==> config.mk <==
export PLATFORM = sky130hd
export DESIGN_NAME = mode_switch_controller_flat
export DESIGN_NICKNAME = d
export VERILOG_FILES = /design/src/rtl/mode_switch_controller_if.sv /design/src/rtl/mode_switch_controller.sv /design/src/flat_wrapper.sv
export SDC_FILE = /design/constraint.sdc
export NUM_CORES = 1
export LEC_CHECK = 0
export CELL_PAD_IN_SITES_DETAIL_PLACEMENT = 1
export CELL_PAD_IN_SITES_GLOBAL_PLACEMENT = 1
export CORE_ASPECT_RATIO = 2
export CORE_MARGIN = 4
export CORE_UTILIZATION = 33
export CTS_BUF_LIST = sky130_fd_sc_hd__clkbuf_8
export CTS_CLUSTER_DIAMETER = 60
export CTS_CLUSTER_SIZE = 8
export DETAILED_ROUTE_END_ITERATION = 10
export PLACE_DENSITY_LB_ADDON = 0.15
export SYNTH_ARGS = -nofsm -noshare
export SYNTH_HDL_FRONTEND = slang
export SYNTH_SLANG_ARGS = --single-unit
==> constraint.sdc <==
create_clock -name Clk -period 4.4 [get_ports Clk]
set_clock_uncertainty 0.15 [all_clocks]
set_input_delay 1.32 -clock Clk [delete_from_list [all_inputs] [get_ports Clk]]
set_output_delay 1.32 -clock Clk [all_outputs]
set_load 0.005 [all_outputs]
==> src/rtl/mode_switch_controller_if.sv <==
// Mode-switch bus: host request and engine status in, committed mode and gated controls out.
// The controller attaches through the slave modport and the host side through the master modport.
interface mode_switch_controller_if;
  logic [1:0] UsbModeSelect;
  logic       UsbStartStop;
  logic [3:0] SubsystemBusy;
  logic       UsbFifoEmpty;
  logic [1:0] ModeSelect;
  logic       GatedStartStop;
  logic       ForceReset;
  logic       SwitchBusy;
  logic       ModeChanged;
  logic       SwitchTimeout;

  modport slave (
    input  UsbModeSelect, UsbStartStop, SubsystemBusy, UsbFifoEmpty,
    output ModeSelect, GatedStartStop, ForceReset, SwitchBusy, ModeChanged, SwitchTimeout
  );

  modport master (
    output UsbModeSelect, UsbStartStop, SubsystemBusy, UsbFifoEmpty,
    input  ModeSelect, GatedStartStop, ForceReset, SwitchBusy, ModeChanged, SwitchTimeout
  );
endinterface

==> src/rtl/mode_switch_controller.sv <==
// Sequences host mode changes: stop the engine, drain the FIFO, wait a guard interval, then commit.
// It also keeps host start levels away from the engines for the whole switch.
module mode_switch_controller #(
  parameter int unsigned GUARD_CYCLES   = 16,
  parameter int unsigned TIMEOUT_CYCLES = 65535
) (
  input logic                      Clk,
  input logic                      reset_n,
  mode_switch_controller_if.slave  sw
);

  localparam int unsigned CntW  = 16;
  localparam int unsigned ModeW = 2;
  localparam logic [CntW-1:0] TimeoutLast = CntW'(TIMEOUT_CYCLES - 1);
  localparam logic [CntW-1:0] GuardLast   = CntW'(GUARD_CYCLES - 1);
  localparam logic [CntW-1:0] CntMax      = '1;

  typedef enum logic [2:0] {
    IDLE   = 3'd0,
    STOP   = 3'd1,
    DRAIN  = 3'd2,
    GUARD  = 3'd3,
    COMMIT = 3'd4
  } stateT;

  stateT            state, stateNext;
  logic [CntW-1:0]  cnt, cntNext;
  logic [ModeW-1:0] target, targetNext;
  logic [ModeW-1:0] modeSel, modeSelNext;
  logic             armed, armedNext;
  logic             gated, gatedNext;
  logic             forceRst, forceRstNext;
  logic             switchBusy, switchBusyNext;
  logic             changed, changedNext;
  logic             timeoutFlag, timeoutFlagNext;

  logic             activeBusy;
  logic             modeMismatch;
  logic [CntW-1:0]  cntInc;

  assign activeBusy   = sw.SubsystemBusy[modeSel];
  assign modeMismatch = (sw.UsbModeSelect != modeSel);
  // Saturating increment: the shared counter must never wrap.
  assign cntInc       = (cnt == CntMax) ? cnt : cnt + CntW'(1);

  // Next-state and registered-output values.
  always_comb begin
    stateNext       = state;
    cntNext         = cnt;
    targetNext      = target;
    modeSelNext     = modeSel;
    armedNext       = armed;
    timeoutFlagNext = timeoutFlag;
    forceRstNext    = 1'b0;
    changedNext     = 1'b0;

    case (state)
      IDLE: begin
        if (!sw.UsbStartStop) armedNext = 1'b1;
        if (modeMismatch) begin
          targetNext      = sw.UsbModeSelect;
          cntNext         = '0;
          timeoutFlagNext = 1'b0;
          stateNext       = STOP;
        end
      end
      STOP: begin
        // An engine going idle on the timeout cycle wins over the forced reset.
        if (!activeBusy) begin
          cntNext   = '0;
          stateNext = DRAIN;
        end else if (cnt == TimeoutLast) begin
          forceRstNext    = 1'b1;
          timeoutFlagNext = 1'b1;
          cntNext         = '0;
          stateNext       = DRAIN;
        end else begin
          cntNext = cntInc;
        end
      end
      DRAIN: begin
        // Stale FIFO data on timeout is left for the host to flush.
        if (sw.UsbFifoEmpty) begin
          cntNext   = '0;
          stateNext = GUARD;
        end else if (cnt == TimeoutLast) begin
          timeoutFlagNext = 1'b1;
          cntNext         = '0;
          stateNext       = GUARD;
        end else begin
          cntNext = cntInc;
        end
      end
      GUARD: begin
        if (cnt == GuardLast) begin
          cntNext   = '0;
          stateNext = COMMIT;
        end else begin
          cntNext = cntInc;
        end
      end
      COMMIT: begin
        modeSelNext = target;
        changedNext = 1'b1;
        armedNext   = 1'b0;
        cntNext     = '0;
        stateNext   = IDLE;
      end
      default: begin
        cntNext   = '0;
        stateNext = IDLE;
      end
    endcase

    switchBusyNext = (stateNext != IDLE);
    // Start passes only in a settled IDLE; it drops on the very edge that leaves IDLE.
    gatedNext      = sw.UsbStartStop & armed & (state == IDLE) & (stateNext == IDLE);
  end

  // State and output registers.
  always_ff @(posedge Clk or negedge reset_n) begin
    if (!reset_n) begin
      state       <= IDLE;
      cnt         <= '0;
      target      <= '0;
      modeSel     <= '0;
      armed       <= 1'b0;
      gated       <= 1'b0;
      forceRst    <= 1'b0;
      switchBusy  <= 1'b0;
      changed     <= 1'b0;
      timeoutFlag <= 1'b0;
    end else begin
      state       <= stateNext;
      cnt         <= cntNext;
      target      <= targetNext;
      modeSel     <= modeSelNext;
      armed       <= armedNext;
      gated       <= gatedNext;
      forceRst    <= forceRstNext;
      switchBusy  <= switchBusyNext;
      changed     <= changedNext;
      timeoutFlag <= timeoutFlagNext;
    end
  end

  assign sw.ModeSelect     = modeSel;
  assign sw.GatedStartStop = gated;
  assign sw.ForceReset     = forceRst;
  assign sw.SwitchBusy     = switchBusy;
  assign sw.ModeChanged    = changed;
  assign sw.SwitchTimeout  = timeoutFlag;

endmodule

==> src/flat_wrapper.sv <==
// flat-port wrapper written by rule: the top's interface ports become plain ports
module mode_switch_controller_flat 
#(
  parameter int unsigned GUARD_CYCLES   = 16,
  parameter int unsigned TIMEOUT_CYCLES = 65535
)
  (Clk, reset_n, sw_UsbModeSelect, sw_UsbStartStop, sw_SubsystemBusy, sw_UsbFifoEmpty, sw_ModeSelect, sw_GatedStartStop, sw_ForceReset, sw_SwitchBusy, sw_ModeChanged, sw_SwitchTimeout);
  mode_switch_controller_if sw_i ();
  input logic Clk;
  input logic reset_n;
  input wire logic [$bits(sw_i.UsbModeSelect)-1:0] sw_UsbModeSelect;
  input wire logic [$bits(sw_i.UsbStartStop)-1:0] sw_UsbStartStop;
  input wire logic [$bits(sw_i.SubsystemBusy)-1:0] sw_SubsystemBusy;
  input wire logic [$bits(sw_i.UsbFifoEmpty)-1:0] sw_UsbFifoEmpty;
  output wire logic [$bits(sw_i.ModeSelect)-1:0] sw_ModeSelect;
  output wire logic [$bits(sw_i.GatedStartStop)-1:0] sw_GatedStartStop;
  output wire logic [$bits(sw_i.ForceReset)-1:0] sw_ForceReset;
  output wire logic [$bits(sw_i.SwitchBusy)-1:0] sw_SwitchBusy;
  output wire logic [$bits(sw_i.ModeChanged)-1:0] sw_ModeChanged;
  output wire logic [$bits(sw_i.SwitchTimeout)-1:0] sw_SwitchTimeout;
  assign sw_i.UsbModeSelect = sw_UsbModeSelect;
  assign sw_i.UsbStartStop = sw_UsbStartStop;
  assign sw_i.SubsystemBusy = sw_SubsystemBusy;
  assign sw_i.UsbFifoEmpty = sw_UsbFifoEmpty;
  assign sw_ModeSelect = sw_i.ModeSelect;
  assign sw_GatedStartStop = sw_i.GatedStartStop;
  assign sw_ForceReset = sw_i.ForceReset;
  assign sw_SwitchBusy = sw_i.SwitchBusy;
  assign sw_ModeChanged = sw_i.ModeChanged;
  assign sw_SwitchTimeout = sw_i.SwitchTimeout;
  mode_switch_controller #(.GUARD_CYCLES(GUARD_CYCLES), .TIMEOUT_CYCLES(TIMEOUT_CYCLES)) u_core (.Clk(Clk), .reset_n(reset_n), .sw(sw_i));
endmodule
==> flow_summary.ini <==
[clock_network]
cts-root-to-sink-buffers = 2
clock_root_buffer = clkbuf_8
cts_sinks = 29
total_of_hold_buffers_inserted_after_clock_tree_synthesis = 0
clock_buffer_count_from_cts = 5
tritoncts_clock_tree = built
cts_resized = 0
clk_lat_worst_skew_ns = 0.29
post_cts_buffers = 0
clk_transition_reported_paths_ns = 0.07
h-tree-depth = 2

[power]
clk_pwr_share = 0.370
fin_total_pwr_uw = 905
swShare = 0.312
power_report.internal_total_uw = 622
leakagePower_nw = 0.826
power_frac_seq = 0.386
power_per_cell_area_nw_per_um2 = 463
power_frac_comb = 0.244
power.net_switching_uw = 283
ir_drop_mv = 0.351

[global_route]
grt_util_all_layers = 0.160
remaining_global_route_overflow = 0
grt_pass1_vias = 1569
antenna_found_initial = 0
grt_first_pass_wirelength_um = 7530
grt_start_max_net_pins = 30

[timing]
setup_viol_count_final = 0
setup-tns-final_ns = 0
slew_violations = 0
worst_slew_pin_slew_ns = 0.865
finalCriticalPeriod_ns = 3.25
max_clock_freq_mhz = 308
fin_hold_ws_ns = 0.360
slew-limit-headroom = 0.419
rsz0062_at_grt = no
report.final.hold_viol_count = 0
final_clock_period_utilization_by_the_worst_path = 0.738

[route]
number_of_drc_violations_after_detailed_routing = 0
detail_route.wirelength_um = 4540
routed_wirelength_normalized_by_instance_count_um = 18.8
detail_route.iter0.violations = 12
postRouteAntennaNets = 0
firstDrtPassIters = 4
vias_per_cell = 5.88
dr_total_vias = 1416

[synthesis]
synth.avg_cell_area_sq_um = 9.71
synth_largest_area_cell = dfrtp_1
asyncSetResetFlopFracSynth = 1.00
syn-num-nets = 178
synth.ff_latch_count = 29
post_synth_inst_count = 166
synth.cell_area_sq_um = 1610
top_area_cell_type_share_of_the_netlist_area = 0.450
synth_cell_type_count = 46
synth_edf_count = 0
synth.yosys.seq_area_share = 0.450
postSynth.topFlopCell = dfrtp_1
synth_top_cells_by_area = dfrtp_1 (45%), a21oi_1 (3.4%), nand2_1 (3.0%)
count_of_yosys_warnings_during_synthesis = 0

[cells_and_area]
n_antenna_cell = 0
stdcell_count = 241
areaGrowthSynthToFinish_pct = 21.1
final_nets = 197
drive_above_1_share = 0.113
fillers = 535

[setup_path]
timing.critical_path.slowest_cell_delay_ns = 0.51
start_kind = primary input
path_max_fanout = 12
crit_chain = clkdlybuf4s50_1, mux4_2, a32oi_1, o21ai_1, a41oi_1, nor2_1
timing_worst_setup_path_type = primary input to flip-flop
cp.required_ns = 4.42
worst_path_max_delay_cell = mux4_2
critical_path.endpoint_type = flip-flop
worst_ep_arrival_time_ns = 3.27

[floorplanning]
die_extent_in_x_um = 57.4
floorplan.initialDensity = 0.344
floorplan.die_area_sq_um = 6130
die_height_um = 107
ioPinCount = 17
placeableCoreArea_sq_um = 4690
num_rows = 35

[placed_design]
placement.io_buffers = 16
place.detailed.hpwl_um = 3510
gp_routability_congestion = 0.780
placed_cells_incl_taps = 233

[flow_run]
max_cap_violations = 0

[hold_path]
hold_path_class = flip-flop to flip-flop

[status]
outcome = complete, no violations
## final timing paths
kind | slack (ns) | endpoint | from | cells past startpoint
max | 1.15 | u_core.cnt[3] | sw_SubsystemBusy[2] | 6
min | 0.36 | u_core.target[1] | u_core.target[1] | 1
max reg2reg | 1.98 | u_core.cnt[3] | u_core.cnt[0] | 7
min reg2reg | 0.36 | u_core.target[1] | u_core.target[1] | 1
max in group asynchronous | 2.53 | u_core.cnt[0] | reset_n | 2
min in group asynchronous | 1.28 | u_core.cnt[13] | reset_n | 2
## power by group through the flow
stage	sequential (mW)	combinational (mW)	clock [mW]
3_5_place_dp	0.354	0.224	0
6_report	0.349	0.221	0.335
5_1_grt	0.355	0.255	0.355
4_1_cts	0.349	0.225	0.342
2_1_floorplan	0.331	0.189	0
3_3_place_gp	0.349	0.215	0
## registers in the layout (all words and copies together) (netlist names)
register	count
u_core.armed	1
u_core.cnt	16
u_core.state	3
u_core.sw.ForceReset	1
u_core.sw.GatedStartStop	1
u_core.sw.ModeChanged	1
u_core.sw.ModeSelect	2
u_core.sw.SwitchBusy	1
u_core.sw.SwitchTimeout	1
u_core.target	2
## through the flow
step | cell area (sq um) | util | setup WS, ns
2_1_floorplan | 1610 | - | 1.54
3_3_place_gp | 1820 | 0.388 | 0.972
3_5_place_dp | 1820 | 0.388 | 0.853
4_1_cts | 1950 | 0.417 | 1.13
5_1_grt | 1950 | 0.417 | 0.990
6_report | 1950 | 0.417 | 1.15
## cells in the final DEF, fill, tap and decap left out, drive strengths merged, types with 2 or more instances in the layout
cell type,n
and4,2
nand4,5
o21ai,10
mux2,4
dfrtp,29
a21oi,11
and3,3
nand2,14
nor2,11
a21o,3
ha,2
or4,2
nor3,7
xnor2,2
a31o,2
clkbuf,5
or3,6
nor4,8
o21bai,2
o211ai,4
o21a,2
nand3,9
nor3b,2
inv,9
clkdlybuf4s50,16
bufinv,2
## area by class of cell
| type | instances | area (sq um) | share of cell area |
|---|---|---|---|
| multi-input cells | 123 | 822 | 0.421 |
| flip-flops and latches | 29 | 726 | 0.372 |
| repair buffers | 17 | 168 | 0.0859 |
| clock buffers | 5 | 68.8 | 0.0353 |
| well taps | 55 | 68.8 | 0.0353 |
| clock inverters | 3 | 65.1 | 0.0333 |
| inverters | 9 | 33.8 | 0.0173 |
## kinds of logic after synthesis
family,share of synthesized area
and+or+nand+nor,0.263
AOI/OAI and AO/OA,0.179
DFF,0.450
buffers and inverters,0.0396
muxes,0.0419
xor gates and xnor gates,0.0109
adders and majority gates,0.0155
## cells in the mapped netlist, types with 2 or more instances
library cell	count
dfrtp_1	29
nand2_1	13
a21oi_1	11
nor2_1	11
inv_1	9
nand3_1	9
nor3_1	7
nor4_1	7
or3_1	6
o21ai_0	5
o21ai_1	5
mux2_2	4
o211ai_1	4
a21o_1	3
and3_1	3
buf_2	3
nand4_1	3
a31o_1	2
and4_1	2
ha_1	2
o21bai_1	2
xnor2_1	2
## worst max-delay path, delay by kind of cell
family	cells	cell delay, ns
simple gates	1	0.07
mux	1	0.51
buf+inv	1	0.40
compound gates	3	0.96
## layer usage
layer	routed length (um)	track usage	vias up
li1	-	-	662
met4	140	0.0846	0
met3	123	0.0301	11
met5	0	0	-
met2	2680	0.314	28
met1	1600	0.146	715
No activity file was read; power rests on OpenSTA's default activity.
